==> config.mk <==
export PLATFORM = sky130hd
export DESIGN_NAME = csr_arbiter_flat
export DESIGN_NICKNAME = d
export VERILOG_FILES = /design/src/rtl/csr_arbiter_if.sv /design/src/rtl/csr_arbiter.sv /design/src/flat_wrapper.sv
export SDC_FILE = /design/constraint.sdc
export NUM_CORES = 1
export LEC_CHECK = 0
export ABC_AREA = 0
export ABC_CLOCK_PERIOD_IN_PS = 1600
export CELL_PAD_IN_SITES_DETAIL_PLACEMENT = 1
export CELL_PAD_IN_SITES_GLOBAL_PLACEMENT = 1
export CORE_MARGIN = 8
export CORE_UTILIZATION = 25
export DETAILED_ROUTE_END_ITERATION = 6
export PLACE_DENSITY_LB_ADDON = 0.1
export RECOVER_POWER = 100
export SYNTH_ARGS = -nofsm -noshare
export SYNTH_HDL_FRONTEND = slang
export SYNTH_SLANG_ARGS = --single-unit
==> constraint.sdc <==
create_clock -name clk -period 1.6 [get_ports clk]
set_clock_uncertainty 0.1 [all_clocks]
set_input_delay 0.32 -clock clk [delete_from_list [all_inputs] [get_ports clk]]
set_output_delay 0.32 -clock clk [all_outputs]
set_load 0.02 [all_outputs]
==> src/rtl/csr_arbiter_if.sv <==
// csr_arbiter_if
// Bundles the two requester ports (core pipeline, debug module) and the
// CSR file access port that csr_arbiter sits between.
//   slave  : the arbiter's view (takes requests, drives grants/responses
//            and the CSR file access inputs)
//   master : the environment's view (requesters plus the CSR file)
interface csr_arbiter_if #(
    parameter int XLEN  = 32,
    parameter int RFLEN = 5,
    parameter int F3W   = 3
);
    // core requester
    logic             core_req;
    logic [XLEN-1:0]  core_addr;
    logic [XLEN-1:0]  core_reg;
    logic [XLEN-1:0]  core_imm;
    logic [RFLEN-1:0] core_rs;
    logic [F3W-1:0]   core_f3;
    logic             core_debug;
    logic             core_flush;
    logic             core_gnt;
    logic             core_rvalid;
    logic             core_err;
    logic [XLEN-1:0]  core_rdata;

    // debug requester
    logic             dbg_req;
    logic [XLEN-1:0]  dbg_addr;
    logic [XLEN-1:0]  dbg_wdata;
    logic             dbg_write;
    logic             dbg_gnt;
    logic             dbg_rvalid;
    logic             dbg_err;
    logic [XLEN-1:0]  dbg_rdata;

    // CSR file access port
    logic [XLEN-1:0]  csr_addr;
    logic [XLEN-1:0]  csr_reg_in;
    logic [XLEN-1:0]  csr_imm_in;
    logic [RFLEN-1:0] csr_rs;
    logic [F3W-1:0]   csr_f3;
    logic             csr_write;
    logic             csr_debug;
    logic [XLEN-1:0]  csr_reg_out;
    logic             csr_illegal;

    modport slave (
        input  core_req, core_addr, core_reg, core_imm, core_rs, core_f3,
               core_debug, core_flush,
        output core_gnt, core_rvalid, core_err, core_rdata,
        input  dbg_req, dbg_addr, dbg_wdata, dbg_write,
        output dbg_gnt, dbg_rvalid, dbg_err, dbg_rdata,
        output csr_addr, csr_reg_in, csr_imm_in, csr_rs, csr_f3,
               csr_write, csr_debug,
        input  csr_reg_out, csr_illegal
    );

    modport master (
        output core_req, core_addr, core_reg, core_imm, core_rs, core_f3,
               core_debug, core_flush,
        input  core_gnt, core_rvalid, core_err, core_rdata,
        output dbg_req, dbg_addr, dbg_wdata, dbg_write,
        input  dbg_gnt, dbg_rvalid, dbg_err, dbg_rdata,
        input  csr_addr, csr_reg_in, csr_imm_in, csr_rs, csr_f3,
               csr_write, csr_debug,
        output csr_reg_out, csr_illegal
    );
endinterface

==> src/rtl/csr_arbiter.sv <==
// csr_arbiter
// Shares the single CSR file between the core pipeline (Zicsr) and the
// debug module (abstract-command CSR access). One access per three cycles:
// grant (IDLE) -> CSR access (ACCESS) -> response pulse (RESP).
// Ports:
//   clk    clock
//   rst_n  asynchronous active-low reset
//   bus    csr_arbiter_if.slave: core/debug request+response ports and the
//          CSR file access port
//
// state  | meaning
// IDLE   | arbitrate; combinational grant, latch winner's fields
// ACCESS | drive csr_write, capture read data / illegal flag
// RESP   | one-cycle rvalid pulse to the owner
module csr_arbiter #(
    parameter int XLEN  = 32,
    parameter int RFLEN = 5,
    parameter int F3W   = 3
) (
    input  logic         clk,
    input  logic         rst_n,
    csr_arbiter_if.slave bus
);
    typedef enum logic [1:0] {
        IDLE   = 2'd0,
        ACCESS = 2'd1,
        RESP   = 2'd2
    } state_t;

    localparam logic [F3W-1:0] F3_CSRRW = F3W'(1);
    localparam logic [F3W-1:0] F3_CSRRS = F3W'(2);

    state_t state, state_nxt;

    logic             owner_dbg;   // 1 = debug module owns the current access
    logic             last_dbg;    // 1 = debug module won the most recent grant
    logic             gnt_core, gnt_dbg, kill;

    logic [XLEN-1:0]  h_addr, h_reg, h_imm;
    logic [RFLEN-1:0] h_rs;
    logic [F3W-1:0]   h_f3;
    logic             h_debug;

    logic [XLEN-1:0]  core_rdata_q, dbg_rdata_q;
    logic             core_err_q, dbg_err_q;

    always_ff @(posedge clk or negedge rst_n) begin
        if (!rst_n) state <= IDLE;
        else        state <= state_nxt;
    end

    always_comb begin
        state_nxt = state;
        case (state)
            IDLE:    if (gnt_core || gnt_dbg) state_nxt = ACCESS;
            ACCESS:  state_nxt = kill ? IDLE : RESP;
            RESP:    state_nxt = IDLE;
            default: state_nxt = IDLE;
        endcase
    end

    always_comb begin
        gnt_core        = 1'b0;
        gnt_dbg         = 1'b0;
        // Grants are combinational, so they are qualified with rst_n to
        // stay low while reset is held even if a request is pending.
        if (state == IDLE && rst_n) begin
            // On a tie the requester that did not win last time gets it.
            if (bus.core_req && (!bus.dbg_req || last_dbg)) gnt_core = 1'b1;
            else if (bus.dbg_req)                           gnt_dbg  = 1'b1;
        end
        kill            = (state == ACCESS) && !owner_dbg && bus.core_flush;
        bus.core_gnt    = gnt_core;
        bus.dbg_gnt     = gnt_dbg;
        bus.csr_write   = (state == ACCESS) && !kill;
        bus.core_rvalid = (state == RESP) && !owner_dbg;
        bus.dbg_rvalid  = (state == RESP) && owner_dbg;
    end

    always_ff @(posedge clk or negedge rst_n) begin
        if (!rst_n) begin
            owner_dbg    <= 1'b0;
            last_dbg     <= 1'b1;
            h_addr       <= '0;
            h_reg        <= '0;
            h_imm        <= '0;
            h_rs         <= '0;
            h_f3         <= '0;
            h_debug      <= 1'b0;
            core_rdata_q <= '0;
            core_err_q   <= 1'b0;
            dbg_rdata_q  <= '0;
            dbg_err_q    <= 1'b0;
        end else begin
            if (gnt_core) begin
                owner_dbg <= 1'b0;
                last_dbg  <= 1'b0;
                h_addr    <= bus.core_addr;
                h_reg     <= bus.core_reg;
                h_imm     <= bus.core_imm;
                h_rs      <= bus.core_rs;
                h_f3      <= bus.core_f3;
                h_debug   <= bus.core_debug;
            end else if (gnt_dbg) begin
                // Debug reads become CSRRS with rs=0 so the CSR file
                // suppresses the write; debug writes become CSRRW.
                owner_dbg <= 1'b1;
                last_dbg  <= 1'b1;
                h_addr    <= bus.dbg_addr;
                h_reg     <= bus.dbg_write ? bus.dbg_wdata : '0;
                h_imm     <= '0;
                h_rs      <= '0;
                h_f3      <= bus.dbg_write ? F3_CSRRW : F3_CSRRS;
                h_debug   <= 1'b1;
            end
            if (state == ACCESS && !kill) begin
                if (owner_dbg) begin
                    dbg_rdata_q  <= bus.csr_reg_out;
                    dbg_err_q    <= bus.csr_illegal;
                end else begin
                    core_rdata_q <= bus.csr_reg_out;
                    core_err_q   <= bus.csr_illegal;
                end
            end
        end
    end

    assign bus.csr_addr   = h_addr;
    assign bus.csr_reg_in = h_reg;
    assign bus.csr_imm_in = h_imm;
    assign bus.csr_rs     = h_rs;
    assign bus.csr_f3     = h_f3;
    assign bus.csr_debug  = h_debug;
    assign bus.core_rdata = core_rdata_q;
    assign bus.core_err   = core_err_q;
    assign bus.dbg_rdata  = dbg_rdata_q;
    assign bus.dbg_err    = dbg_err_q;

endmodule

==> src/flat_wrapper.sv <==
// flat-port wrapper written by rule: the top's interface ports become plain ports
module csr_arbiter_flat 
#(
    parameter int XLEN  = 32,
    parameter int RFLEN = 5,
    parameter int F3W   = 3
)
  (clk, rst_n, bus_core_req, bus_core_addr, bus_core_reg, bus_core_imm, bus_core_rs, bus_core_f3, bus_core_debug, bus_core_flush, bus_core_gnt, bus_core_rvalid, bus_core_err, bus_core_rdata, bus_dbg_req, bus_dbg_addr, bus_dbg_wdata, bus_dbg_write, bus_dbg_gnt, bus_dbg_rvalid, bus_dbg_err, bus_dbg_rdata, bus_csr_addr, bus_csr_reg_in, bus_csr_imm_in, bus_csr_rs, bus_csr_f3, bus_csr_write, bus_csr_debug, bus_csr_reg_out, bus_csr_illegal);
  csr_arbiter_if #(.XLEN(XLEN), .RFLEN(RFLEN), .F3W(F3W)) bus_i ();
  input  logic clk;
  input  logic rst_n;
  input wire logic [$bits(bus_i.core_req)-1:0] bus_core_req;
  input wire logic [$bits(bus_i.core_addr)-1:0] bus_core_addr;
  input wire logic [$bits(bus_i.core_reg)-1:0] bus_core_reg;
  input wire logic [$bits(bus_i.core_imm)-1:0] bus_core_imm;
  input wire logic [$bits(bus_i.core_rs)-1:0] bus_core_rs;
  input wire logic [$bits(bus_i.core_f3)-1:0] bus_core_f3;
  input wire logic [$bits(bus_i.core_debug)-1:0] bus_core_debug;
  input wire logic [$bits(bus_i.core_flush)-1:0] bus_core_flush;
  output wire logic [$bits(bus_i.core_gnt)-1:0] bus_core_gnt;
  output wire logic [$bits(bus_i.core_rvalid)-1:0] bus_core_rvalid;
  output wire logic [$bits(bus_i.core_err)-1:0] bus_core_err;
  output wire logic [$bits(bus_i.core_rdata)-1:0] bus_core_rdata;
  input wire logic [$bits(bus_i.dbg_req)-1:0] bus_dbg_req;
  input wire logic [$bits(bus_i.dbg_addr)-1:0] bus_dbg_addr;
  input wire logic [$bits(bus_i.dbg_wdata)-1:0] bus_dbg_wdata;
  input wire logic [$bits(bus_i.dbg_write)-1:0] bus_dbg_write;
  output wire logic [$bits(bus_i.dbg_gnt)-1:0] bus_dbg_gnt;
  output wire logic [$bits(bus_i.dbg_rvalid)-1:0] bus_dbg_rvalid;
  output wire logic [$bits(bus_i.dbg_err)-1:0] bus_dbg_err;
  output wire logic [$bits(bus_i.dbg_rdata)-1:0] bus_dbg_rdata;
  output wire logic [$bits(bus_i.csr_addr)-1:0] bus_csr_addr;
  output wire logic [$bits(bus_i.csr_reg_in)-1:0] bus_csr_reg_in;
  output wire logic [$bits(bus_i.csr_imm_in)-1:0] bus_csr_imm_in;
  output wire logic [$bits(bus_i.csr_rs)-1:0] bus_csr_rs;
  output wire logic [$bits(bus_i.csr_f3)-1:0] bus_csr_f3;
  output wire logic [$bits(bus_i.csr_write)-1:0] bus_csr_write;
  output wire logic [$bits(bus_i.csr_debug)-1:0] bus_csr_debug;
  input wire logic [$bits(bus_i.csr_reg_out)-1:0] bus_csr_reg_out;
  input wire logic [$bits(bus_i.csr_illegal)-1:0] bus_csr_illegal;
  assign bus_i.core_req = bus_core_req;
  assign bus_i.core_addr = bus_core_addr;
  assign bus_i.core_reg = bus_core_reg;
  assign bus_i.core_imm = bus_core_imm;
  assign bus_i.core_rs = bus_core_rs;
  assign bus_i.core_f3 = bus_core_f3;
  assign bus_i.core_debug = bus_core_debug;
  assign bus_i.core_flush = bus_core_flush;
  assign bus_core_gnt = bus_i.core_gnt;
  assign bus_core_rvalid = bus_i.core_rvalid;
  assign bus_core_err = bus_i.core_err;
  assign bus_core_rdata = bus_i.core_rdata;
  assign bus_i.dbg_req = bus_dbg_req;
  assign bus_i.dbg_addr = bus_dbg_addr;
  assign bus_i.dbg_wdata = bus_dbg_wdata;
  assign bus_i.dbg_write = bus_dbg_write;
  assign bus_dbg_gnt = bus_i.dbg_gnt;
  assign bus_dbg_rvalid = bus_i.dbg_rvalid;
  assign bus_dbg_err = bus_i.dbg_err;
  assign bus_dbg_rdata = bus_i.dbg_rdata;
  assign bus_csr_addr = bus_i.csr_addr;
  assign bus_csr_reg_in = bus_i.csr_reg_in;
  assign bus_csr_imm_in = bus_i.csr_imm_in;
  assign bus_csr_rs = bus_i.csr_rs;
  assign bus_csr_f3 = bus_i.csr_f3;
  assign bus_csr_write = bus_i.csr_write;
  assign bus_csr_debug = bus_i.csr_debug;
  assign bus_i.csr_reg_out = bus_csr_reg_out;
  assign bus_i.csr_illegal = bus_csr_illegal;
  csr_arbiter #(.XLEN(XLEN), .RFLEN(RFLEN), .F3W(F3W)) u_core (.clk(clk), .rst_n(rst_n), .bus(bus_i));
endmodule
# == Word level (Yosys, flattened, before mapping) ==
# Index checks and enable logic that the tools add are counted.
# op_classes
eq_ne,3
n_mux,23
n_bitwise,1
n_reduce_logical,16
# op_table
op,n
32-bit 2-to-1 mux,7
5-bit 2-to-1 mux,2
1-bit 2-to-1 mux,8
1-bit logical AND,7
2-bit 2-to-1 mux,3
3-bit 2-to-1 mux,2
2-bit one-hot mux with 2 select lines,1
2-bit AND reduction,2
1-bit zero test,3
2-bit by 1-bit == test with 1-bit output (second input constant),1
2-bit == test (second input constant),1
2-bit zero test,1
1-bit logical OR,2
2-bit by 1-bit != test with 1-bit output (second input constant),1
2-bit nonzero test,1
1-bit inverter,1
# word_totals
ff_bits,175
input_bits,208
out_inout_bits,176
wordCells,56

# == Logic depth before layout (Yosys ltp) ==
# Gate-level depths: netlist of run 1.
# logic_depth
depth_word,8
ltp_mapped,7
depth_no_buf,4

# == Worst setup path before layout of run 1 ==
# Ideal clock, no wire load.
# synth_timing
kind,register -> output
from,reg u_core.state[0]
to,out bus_dbg_gnt
arrival_ns,1.569
required_time_ns,1.180
setup_slack_ns,-0.389
stages_incl_launch_ff,5
path_buffers,2
path_cell_list,dfrtp_1 > nor4bb_1 > buf_4 > buf_6 > a21boi_0
# synth_between
elab_chain_cells,3
# synth_lines
item,line_no,text
from (decl),csr_arbiter.sv:33,"state_t state, state_nxt;"
from (signal assigned),csr_arbiter.sv:49,else state <= state_nxt;
2-bit zero test,csr_arbiter.sv:67,if (state == IDLE && rst_n) begin
1-bit logical AND,csr_arbiter.sv:67,
1-bit 2-to-1 mux,csr_arbiter.sv:67,
to (decl),flat_wrapper.sv:28,output wire logic [$bits(bus_i.dbg_gnt)-1:0] bus_dbg_gnt;
# Every way passes these cells.

# == Worst setup path in the final report of run 1 ==
# layout_timing
from,reg u_core.state[1]
to,out bus_dbg_gnt
# Same word-level chain as after synthesis.

==> results.sh, run 1 <==
export IMPL_rsz0062_at_grt="true"
export IMPL_synth_edff_count=0
export IMPL_worst_setup_path_type="flip-flop to primary output"
export IMPL_grt_max_degree=176
export IMPL_synth_top_cells_by_area="dfrtp_1, mux2_4, mux2_2"
export IMPL_tightest_slew_ns=1.40
export IMPL_detail_route_vias_per_cell=4.84
export IMPL_final_number_of_hold_violating_endpoints=0
export IMPL_clock_tree_htree_level_count=4
export IMPL_area_sequential_um2=4380
export IMPL_power_dens_cells_nw_per_um2=1500
export IMPL_route_antenna_remaining_nets=0
export IMPL_drt_wl_total_mm=36.6
export IMPL_dp_hpwl_mm=23.0
export IMPL_leading_cell_types_by_count_after_synthesis="dfrtp_1, o21ai_0, a22o_1, a21oi_1"
export IMPL_post_synth_num_cell_types=35
export IMPL_placement_rows=64
export IMPL_drt_first_iter_violations=322
export IMPL_synth_most_common_cell="dfrtp_1"
export IMPL_via_count=7091
export IMPL_tritoncts="built"
export IMPL_fillerInstances=3230
export IMPL_min_path_type="primary input to flip-flop"
export IMPL_synth_largest_area_cell="dfrtp_1"
export IMPL_layout_cell_area_non_filler_um2=13600
export IMPL_place_area_um2=12200
export IMPL_postSynthNetCount=837
export IMPL_final_setup_worst_slack_ns=-0.485
export IMPL_area_delta_synth_final_pct=78.0
export IMPL_cts_hold_buffers=0
export IMPL_synth_async_sr_flop_share=1.00
export IMPL_layout_worst_path_cycle_share=1.30
export IMPL_gp_congestion=0.716
export IMPL_core_area_um2=30300
export IMPL_grt_ovfl_total=0
export IMPL_buffers_on_ports=383
export IMPL_worst_setup_hold_path_clk_slew_ns=0.07
export IMPL_relSlewSlack=0.0659
export IMPL_clk_path_buf_depth=2
export IMPL_maxSlewViolCount=0
export IMPL_grt_pass1_wl_mm=51.6
export IMPL_clkSinkCount=175
export IMPL_power_leakage_nw=5.90
export IMPL_numCtsBuffers=17
export IMPL_layout_drive_gt1_share=0.286
export IMPL_crit_path_start_kind="flip-flop"
export IMPL_failed_checks="negative setup slack"
export IMPL_grt_util_all_layers=0.189
export IMPL_num_nets_final=1263
export IMPL_synth_area_per_cell_um2=12.2
export IMPL_synth_seq_cells=175
export IMPL_finalSetupTns_ns=-44.04
export IMPL_worstSetupEndpointType="primary output"
export IMPL_multiInputGateArea_um2=3160
export IMPL_report_final_setup_viol=178
export IMPL_required_ns=1.18
export IMPL_clock_root_buffer="clkbuf_16"
export IMPL_synthesis_yosys_warnings=0
export IMPL_fmax_mhz=480
export IMPL_syn_inst=629
export IMPL_initial_core_util=0.252
export IMPL_synthDominantCellAreaShare=0.569
export IMPL_synth_main_ff_cell="dfrtp_1"
export IMPL_ys_seq_area_frac=0.573
export IMPL_die_area_um2=36400
export IMPL_netlist_area_um2=7650
export IMPL_antenna_found_initial=6
export IMPL_min_period_ns=2.08
export IMPL_vias_in_the_first_global_route=7620
export IMPL_insertion_delay_ns=0.44
export IMPL_drt_pre_antenna_iters=4
export IMPL_outcome="finished, violations left"
export IMPL_drv_max_cap_violation_count=0
export IMPL_irDropWorstVdd_mv=0.646
export IMPL_routedWlPerCell_um=25.0
export IMPL_post_route_drc_count=0
export IMPL_cp_arrival_ns=1.66
export IMPL_critPathMaxFanout=3
export IMPL_die_height_um=191
export IMPL_die_w_um=191
export IMPL_floorplan_io_pins=384
-- placed cells by master, fill, tap and decap left out, types with 27 or more instances in the layout --
cell	netlist	routed
a21oi_1	36	35
a22o_1	38	38
a31oi_1	34	31
and2_1	32	32
buf_4	4	28
clkbuf_16	0	27
clkbuf_2	1	60
clkdlybuf4s15_1	0	71
clkdlybuf4s15_2	0	32
clkdlybuf4s50_1	0	205
dfrtp_1	174	173
mux2_4	30	63
mux2i_1	32	32
nand3_1	34	34
nand4_1	32	32
o21ai_0	65	62
-- sequential cells by signal (all words and copies together), names as in the netlist --
signal and flops:
u_core.bus.csr_reg_in 32, u_core.bus.core_rdata 32, u_core.state 2, u_core.owner_dbg 1
u_core.bus.csr_imm_in 32, u_core.bus.csr_rs 5, u_core.bus.core_err 1, u_core.bus.csr_debug 1
u_core.bus.dbg_rdata 32, u_core.last_dbg 1, u_core.bus.csr_addr 32, u_core.bus.csr_f3 3
u_core.bus.dbg_err 1
-- cell type report --
cell class              instances  share of cell area
clock inverters                12             0.00910
diodes                          3            0.000551
well taps                     396              0.0364
multi-input cells             388               0.232
inverters                       4             0.00202
clock buffers                  19              0.0333
repair buffers                469               0.365
flip-flops and latches        175               0.322
-- where the power goes --
part / switching (W) / total [W] / internal (W)
clock network: 0.00202 / 0.00428 / 0.00226
registers: 0.000930 / 0.00696 / 0.00603
logic: 0.00472 / 0.00918 / 0.00446
-- cell families (layout without fill, tap and decap cells) --
group	after synthesis	count (layout)	synth area share
compound gates	176	176	0.141
buf+inv	66	504	0.0437
other cells	0	3	0
mux	98	98	0.154
flops	175	175	0.573
simple gates	114	114	0.0893
-- per-stage QoR --
stage                     instances  power (W)  utilization  hold WS (ns)  setup WS, ns
after floorplan                 629     0.0112            -       -0.0756       -0.0824
after global placement         1389     0.0163        0.401         0.367        -0.607
after detailed placement       1389     0.0163        0.401         0.377        -0.617
after CTS                      1445     0.0205        0.442         0.191        -0.521
after global routing           1466     0.0215        0.449         0.289        -0.549
final                          1466     0.0204        0.449         0.288        -0.485
-- critical path, cell delays in order, from the launching register on --
cell and delay, ns:
dfrtp_2 0.43, buf_6 0.13, nor4bb_4 0.30, a21boi_4 0.23
buf_6 0.14
-- timing repair --
item | 4_1_cts | 5_1_grt
pin swaps | 2 | 6
resized for setup | 424 | 143
gates cloned | 12 | 14
endpoints found under the setup margin | 349 | 279
setup buffers | 13 | 8
-- path summary, 6_finish.rpt --
kind	startpoint	end	slack, ns	cells past startpoint
worst min-delay path	bus_core_req	u_core.bus.csr_reg_in[28]	0.29	4
max in group asynchronous	rst_n	u_core.state[1]	0.09	3
worst max-delay path	u_core.state[1]	bus_dbg_gnt	-0.48	4
worst max register to register	u_core.state[1]	u_core.bus.core_rdata[9]	-0.47	9
worst min register to register	u_core.bus.csr_imm_in[28]	u_core.bus.csr_imm_in[28]	0.40	1
min in group asynchronous	rst_n	u_core.state[0]	0.33	3
-- routing by layer --
| layer | track usage | vias up | routed length (um) |
|---|---|---|---|
| li1 | - | 3181 | - |
| met1 | 0.230 | 3622 | 15300 |
| met2 | 0.304 | 250 | 17700 |
| met3 | 0.0752 | 32 | 3090 |
| met4 | 0.0549 | 6 | 512 |
| met5 | 0 | - | 40 |
Note: power is estimated with default switching activity, not from simulation.
==> inputs of run 2 (changes only) <==
CTS_BUF_LIST = sky130_fd_sc_hd__clkbuf_16   (was not set)
HOLD_SLACK_MARGIN = 0.06   (was not set)
==> run 2 against run 1 <==
Net effect: the run still ends with negative setup slack left; worst hold slack got worse by 0.019 ns; total power increased by 0.86%; sequential share of layout area decreased by 0.68 points; fmax about the same; register-to-register slack about the same; flip-flop and latch count unchanged; non-clock buffer count increased by 9; sequential power about the same.
==> results.sh, run 2 (same netlist as run 1, synthesis figures left out) <==
export IMPL_drt_wl_total_mm=37.5
export IMPL_die_height_um=191
export IMPL_via_count=7160
export IMPL_clkSinkCount=175
export IMPL_worst_setup_hold_path_clk_slew_ns=0.07
export IMPL_vias_in_the_first_global_route=7626
export IMPL_multiInputGateArea_um2=3250
export IMPL_hold_ws_ns=0.268
export IMPL_failed_checks="negative setup slack"
export IMPL_cp_arrival_ns=1.66
export IMPL_drt_first_iter_violations=265
export IMPL_drv_max_cap_violation_count=0
export IMPL_min_period_ns=2.08
export IMPL_busiest_grt_layer="met2"
export IMPL_route_antenna_remaining_nets=0
export IMPL_maxSlewViolCount=0
export IMPL_fmax_mhz=480
export IMPL_reg2reg_slack_ns=-0.47
export IMPL_met2_track_demand_over_resource_in_global_routing=0.305
export IMPL_post_layout_total_power_w=0.0206
export IMPL_buffers_on_ports=383
export IMPL_met1_use_gr=0.228
export IMPL_worst_hold_path_cells=4
export IMPL_layout_cells_non_filler=1476
export IMPL_crit_reg2reg_launch="u_core.state[1]"
export IMPL_tightest_slew_ns=1.39
export IMPL_hold_end="u_core.bus.csr_reg_in[28]"
export IMPL_use_met3=0.0752
export IMPL_power_leakage_nw=6.00
export IMPL_layout_drive_gt1_share=0.298
export IMPL_dp_hpwl_mm=23.0
export IMPL_detail_route_vias_per_cell=4.85
export IMPL_clock_tree_htree_level_count=4
export IMPL_min_path_type="primary input to flip-flop"
export IMPL_worstSetupEndpointType="primary output"
export IMPL_report_final_setup_viol=179
export IMPL_required_ns=1.18
export IMPL_gp_congestion=0.716
export IMPL_grt_ovfl_total=0
export IMPL_drt_pre_antenna_iters=4
export IMPL_initial_core_util=0.252
export IMPL_final_number_of_hold_violating_endpoints=0
export IMPL_most_common_cell_after_layout_fill_and_taps_aside="clkdlybuf4s50_1"
export IMPL_layout_worst_path_cycle_share=1.30
export IMPL_numCtsBuffers=17
export IMPL_clk_path_buf_depth=2
export IMPL_crit_reg2reg_capture="u_core.bus.core_rdata[9]"
export IMPL_grt_pass1_wl_mm=51.5
export IMPL_final_setup_worst_slack_ns=-0.484
export IMPL_grt_util_all_layers=0.188
export IMPL_area_sequential_um2=4380
export IMPL_reg2regPathDepth=9
export IMPL_routedWlPerCell_um=25.4
export IMPL_num_nets_final=1273
export IMPL_area_delta_synth_final_pct=81.9
export IMPL_min_from="bus_core_req"
export IMPL_place_area_um2=12200
export IMPL_place_detailed_instances=1389
export IMPL_finalSetupTns_ns=-53.84
export IMPL_power_dens_cells_nw_per_um2=1480
export IMPL_layout_cells_most_common_list="clkdlybuf4s50_1, dfrtp_1, clkdlybuf4s15_1, mux2_4, clkbuf_2"
export IMPL_crit_path_start_kind="flip-flop"
export IMPL_placement_rows=64
export IMPL_tritoncts="built"
export IMPL_layout_cell_area_non_filler_um2=13900
export IMPL_worst_setup_path_type="flip-flop to primary output"
export IMPL_fillerInstances=3203
export IMPL_irDropWorstVdd_mv=0.652
export IMPL_grt_max_degree=176
export IMPL_core_area_um2=30300
export IMPL_die_w_um=191
export IMPL_clock_root_buffer="clkbuf_16"
export IMPL_floorplan_io_pins=384
export IMPL_rsz0062_at_grt="true"
export IMPL_antenna_found_initial=6
export IMPL_post_route_drc_count=0
export IMPL_outcome="finished, violations left"
export IMPL_insertion_delay_ns=0.44
export IMPL_relSlewSlack=0.0754
export IMPL_cts_hold_buffers=0
export IMPL_die_area_um2=36400
export IMPL_critPathMaxFanout=3
-- run 2: changes by cell type in the layout (fill, tap and decap cells not counted), moves of 3 or more --
cell             change
a31oi_1              -7
a31oi_2              +4
a31oi_4              +3
clkbuf_16            +4
clkbuf_2             -4
clkdlybuf4s15_2      +5
o21ai_0             -13
o21ai_1             +13
-- run 2: worst max-delay path by stage --
| stage | startpoint | end | slack [ns] |
|---|---|---|---|
| floorplan | u_core.state[0] | bus_dbg_gnt | -0.08 |
| global placement | bus_dbg_req | bus_core_gnt | -0.61 |
| detailed placement | bus_dbg_req | bus_core_gnt | -0.62 |
| CTS | u_core.state[0] | bus_dbg_gnt | -0.52 |
| global route | u_core.state[1] | bus_dbg_gnt | -0.55 |
| finish | u_core.state[1] | bus_dbg_gnt | -0.48 |
-- run 2: report_power, final --
part | internal, W | switching (W)
clock | 0.00217 | 0.00202
sequential | 0.00603 | 0.000935
combinational | 0.00463 | 0.00482
-- run 2: cell type report --
class,instances,area share
flip-flops and latches,175,0.315
inverters,4,0.00198
well taps,396,0.0356
multi-input cells,389,0.234
clock inverters,14,0.00944
clock buffers,17,0.0306
repair buffers,478,0.373
diodes,3,0.000540
-- run 2: timing repair --
| item | CTS | global route |
|---|---|---|
| resized for setup | 435 | 159 |
| pin swaps | 2 | 15 |
| setup endpoints to repair | 349 | 267 |
| setup buffers | 13 | 10 |
| cloned | 12 | 20 |
-- run 2: worst max-delay path: stages, from the launching register on --
cell      delay [ns]
dfrtp_2         0.43
buf_6           0.13
nor4bb_4        0.30
a21boi_4        0.23
buf_6           0.14
-- run 2: stage by stage --
stage	worst slack, ns	utilization
after floorplan	-0.0824	-
after global placement	-0.607	0.401
after detailed placement	-0.617	0.401
after CTS	-0.522	0.442
after global routing	-0.546	0.458
final	-0.484	0.458
-- run 2: per-layer routing --
| layer | share of wire | up-vias |
|---|---|---|
| li1 | - | 3203 |
| met1 | 0.41 | 3660 |
| met2 | 0.49 | 255 |
| met3 | 0.084 | 36 |
| met4 | 0.015 | 6 |
| met5 | 0.0011 | - |
==> inputs of run 3 (changes only) <==
CORE_UTILIZATION = 27   (was 25)
==> run 3 against run 2 <==
Net effect: the run still ends with negative setup slack left; register-to-register slack better by 0.12 ns; clock power is 1% higher; core utilization is 3.4 points higher; final cell count is 0.20% lower; die area is 6.8% lower; combinational power is 5.2% lower; sequential share of layout area is 0.43 points higher; count of clock-buffer cells in the layout stayed put; largest cell class unchanged.
==> results.sh, run 3 (same netlist as run 1, synthesis figures left out) <==
export IMPL_outcome="finished, violations left"
export IMPL_failed_checks="negative setup slack"
export IMPL_reg2regPathDepth=9
export IMPL_worst_setup_hold_path_clk_slew_ns=0.07
export IMPL_vias_in_the_first_global_route=7975
export IMPL_drt_pre_antenna_iters=4
export IMPL_clock_root_buffer="clkbuf_16"
export IMPL_min_from="bus_core_req"
export IMPL_die_w_um=184
export IMPL_buffers_on_ports=383
export IMPL_irDropWorstVdd_mv=0.683
export IMPL_core_area_um2=27900
export IMPL_reg2reg_slack_ns=-0.35
export IMPL_use_met3=0.0849
export IMPL_via_count=7112
export IMPL_insertion_delay_ns=0.44
export IMPL_tritoncts="built"
export IMPL_place_detailed_instances=1373
export IMPL_fillerInstances=2943
export IMPL_routedWlPerCell_um=24.4
export IMPL_num_nets_final=1287
export IMPL_route_antenna_remaining_nets=0
export IMPL_finalSetupTns_ns=-38.50
export IMPL_crit_reg2reg_launch="u_core.state[0]"
export IMPL_power_dens_cells_nw_per_um2=1470
export IMPL_maxSlewViolCount=0
export IMPL_crit_path_start_kind="flip-flop"
export IMPL_layout_drive_gt1_share=0.247
export IMPL_drt_wl_total_mm=35.9
export IMPL_drv_max_cap_violation_count=0
export IMPL_grt_ovfl_total=0
export IMPL_placement_rows=61
export IMPL_numCtsBuffers=17
export IMPL_grt_pass1_wl_mm=52.9
export IMPL_crit_reg2reg_capture="u_core.bus.csr_imm_in[31]"
export IMPL_final_setup_worst_slack_ns=-0.479
export IMPL_met1_use_gr=0.237
export IMPL_final_number_of_hold_violating_endpoints=0
export IMPL_met2_track_demand_over_resource_in_global_routing=0.355
export IMPL_drt_first_iter_violations=338
export IMPL_tightest_slew_ns=0.719
export IMPL_fmax_mhz=481
export IMPL_relSlewSlack=0.520
export IMPL_floorplan_io_pins=384
export IMPL_gp_congestion=0.740
export IMPL_cp_arrival_ns=1.66
export IMPL_grt_max_degree=104
export IMPL_grt_util_all_layers=0.209
export IMPL_required_ns=1.18
export IMPL_min_period_ns=2.08
export IMPL_rsz0062_at_grt="true"
export IMPL_worst_hold_path_cells=4
export IMPL_layout_cells_non_filler=1473
export IMPL_dp_hpwl_mm=23.3
export IMPL_layout_worst_path_cycle_share=1.30
export IMPL_clock_tree_htree_level_count=4
export IMPL_hold_end="u_core.bus.csr_reg_in[22]"
export IMPL_antenna_found_initial=6
export IMPL_power_leakage_nw=5.79
export IMPL_area_delta_synth_final_pct=79.4
export IMPL_post_layout_total_power_w=0.0202
export IMPL_layout_cells_most_common_list="clkdlybuf4s50_1, dfrtp_1, clkdlybuf4s15_1, clkbuf_1, a22o_1"
export IMPL_post_route_drc_count=0
export IMPL_worst_setup_path_type="flip-flop to primary output"
export IMPL_initial_core_util=0.275
export IMPL_critPathMaxFanout=4
export IMPL_die_height_um=184
export IMPL_clkSinkCount=175
export IMPL_die_area_um2=34000
export IMPL_busiest_grt_layer="met2"
export IMPL_report_final_setup_viol=169
export IMPL_clk_path_buf_depth=2
export IMPL_most_common_cell_after_layout_fill_and_taps_aside="clkdlybuf4s50_1"
export IMPL_min_path_type="primary input to flip-flop"
export IMPL_detail_route_vias_per_cell=4.83
export IMPL_worstSetupEndpointType="primary output"
## run 3: how the worst max path moves through the flow
stage	from	endpoint	slack [ns]	cells after the start
final	u_core.state[1]	bus_dbg_gnt	-0.48	4
after global routing	u_core.state[1]	bus_dbg_gnt	-0.57	4
after CTS	u_core.state[1]	bus_dbg_gnt	-0.53	4
after detailed placement	bus_dbg_req	u_core.bus.csr_reg_in[15]	-0.50	5
after global placement	bus_dbg_req	bus_dbg_gnt	-0.40	4
after floorplan	u_core.state[0]	bus_dbg_gnt	-0.08	4
## run 3: layout make-up
type                       instances  area (um^2)  share of cell area
clock inverter                    15          150              0.0109
inverter                           4         27.5             0.00201
sequential                       175         4380               0.319
timing repair buffer             492         5150               0.376
tap                              378          473              0.0345
antenna                            3         7.51            0.000547
clock buffer                      17          425              0.0310
multi-input combinational        389         3100               0.226
## run 3: through the flow
stage | setup slack [ns] | util | area, um^2 | hold slack [ns]
floorplan | -0.0824 | - | 7680 | -0.0756
global placement | -0.396 | 0.438 | 12200 | 0.369
detailed placement | -0.501 | 0.438 | 12200 | 0.380
CTS | -0.529 | 0.502 | 14000 | 0.272
global route | -0.570 | 0.493 | 13700 | 0.300
finish | -0.479 | 0.493 | 13700 | 0.300
## run 3: routing by layer
| layer | routed length, um | vias to the layer above | part of all wire |
|---|---|---|---|
| met5 | 38 | - | 0.0011 |
| met1 | 14100 | 3575 | 0.39 |
| met2 | 18100 | 263 | 0.50 |
| met4 | 556 | 6 | 0.015 |
| met3 | 3090 | 35 | 0.086 |
| li1 | - | 3233 | - |
## run 3: power by group
part	leakage (nW)	total, W	internal (W)	switching (W)
Combinational	3.39	0.00896	0.00420	0.00476
Clock	0.281	0.00424	0.00220	0.00204
Sequential	2.11	0.00696	0.00603	0.000924
Total	5.79	0.0202	0.0124	0.00772
## run 3: worst max-delay path, stage by stage, from the launching register on
cell and delay, ns:
dfrtp_1 0.42, buf_6 0.14, nor4bb_4 0.30, a21boi_4 0.22, buf_6 0.13
## run 3: timing repair
action                     in CTS  in global routing
hold buffers                    1                  0
gates resized for setup       447                135
pin swaps                       8                  7
hold endpoints to repair      174                  0
buffers inserted               34                 10
gates cloned                   25                  3
setup endpoints to repair     349                283
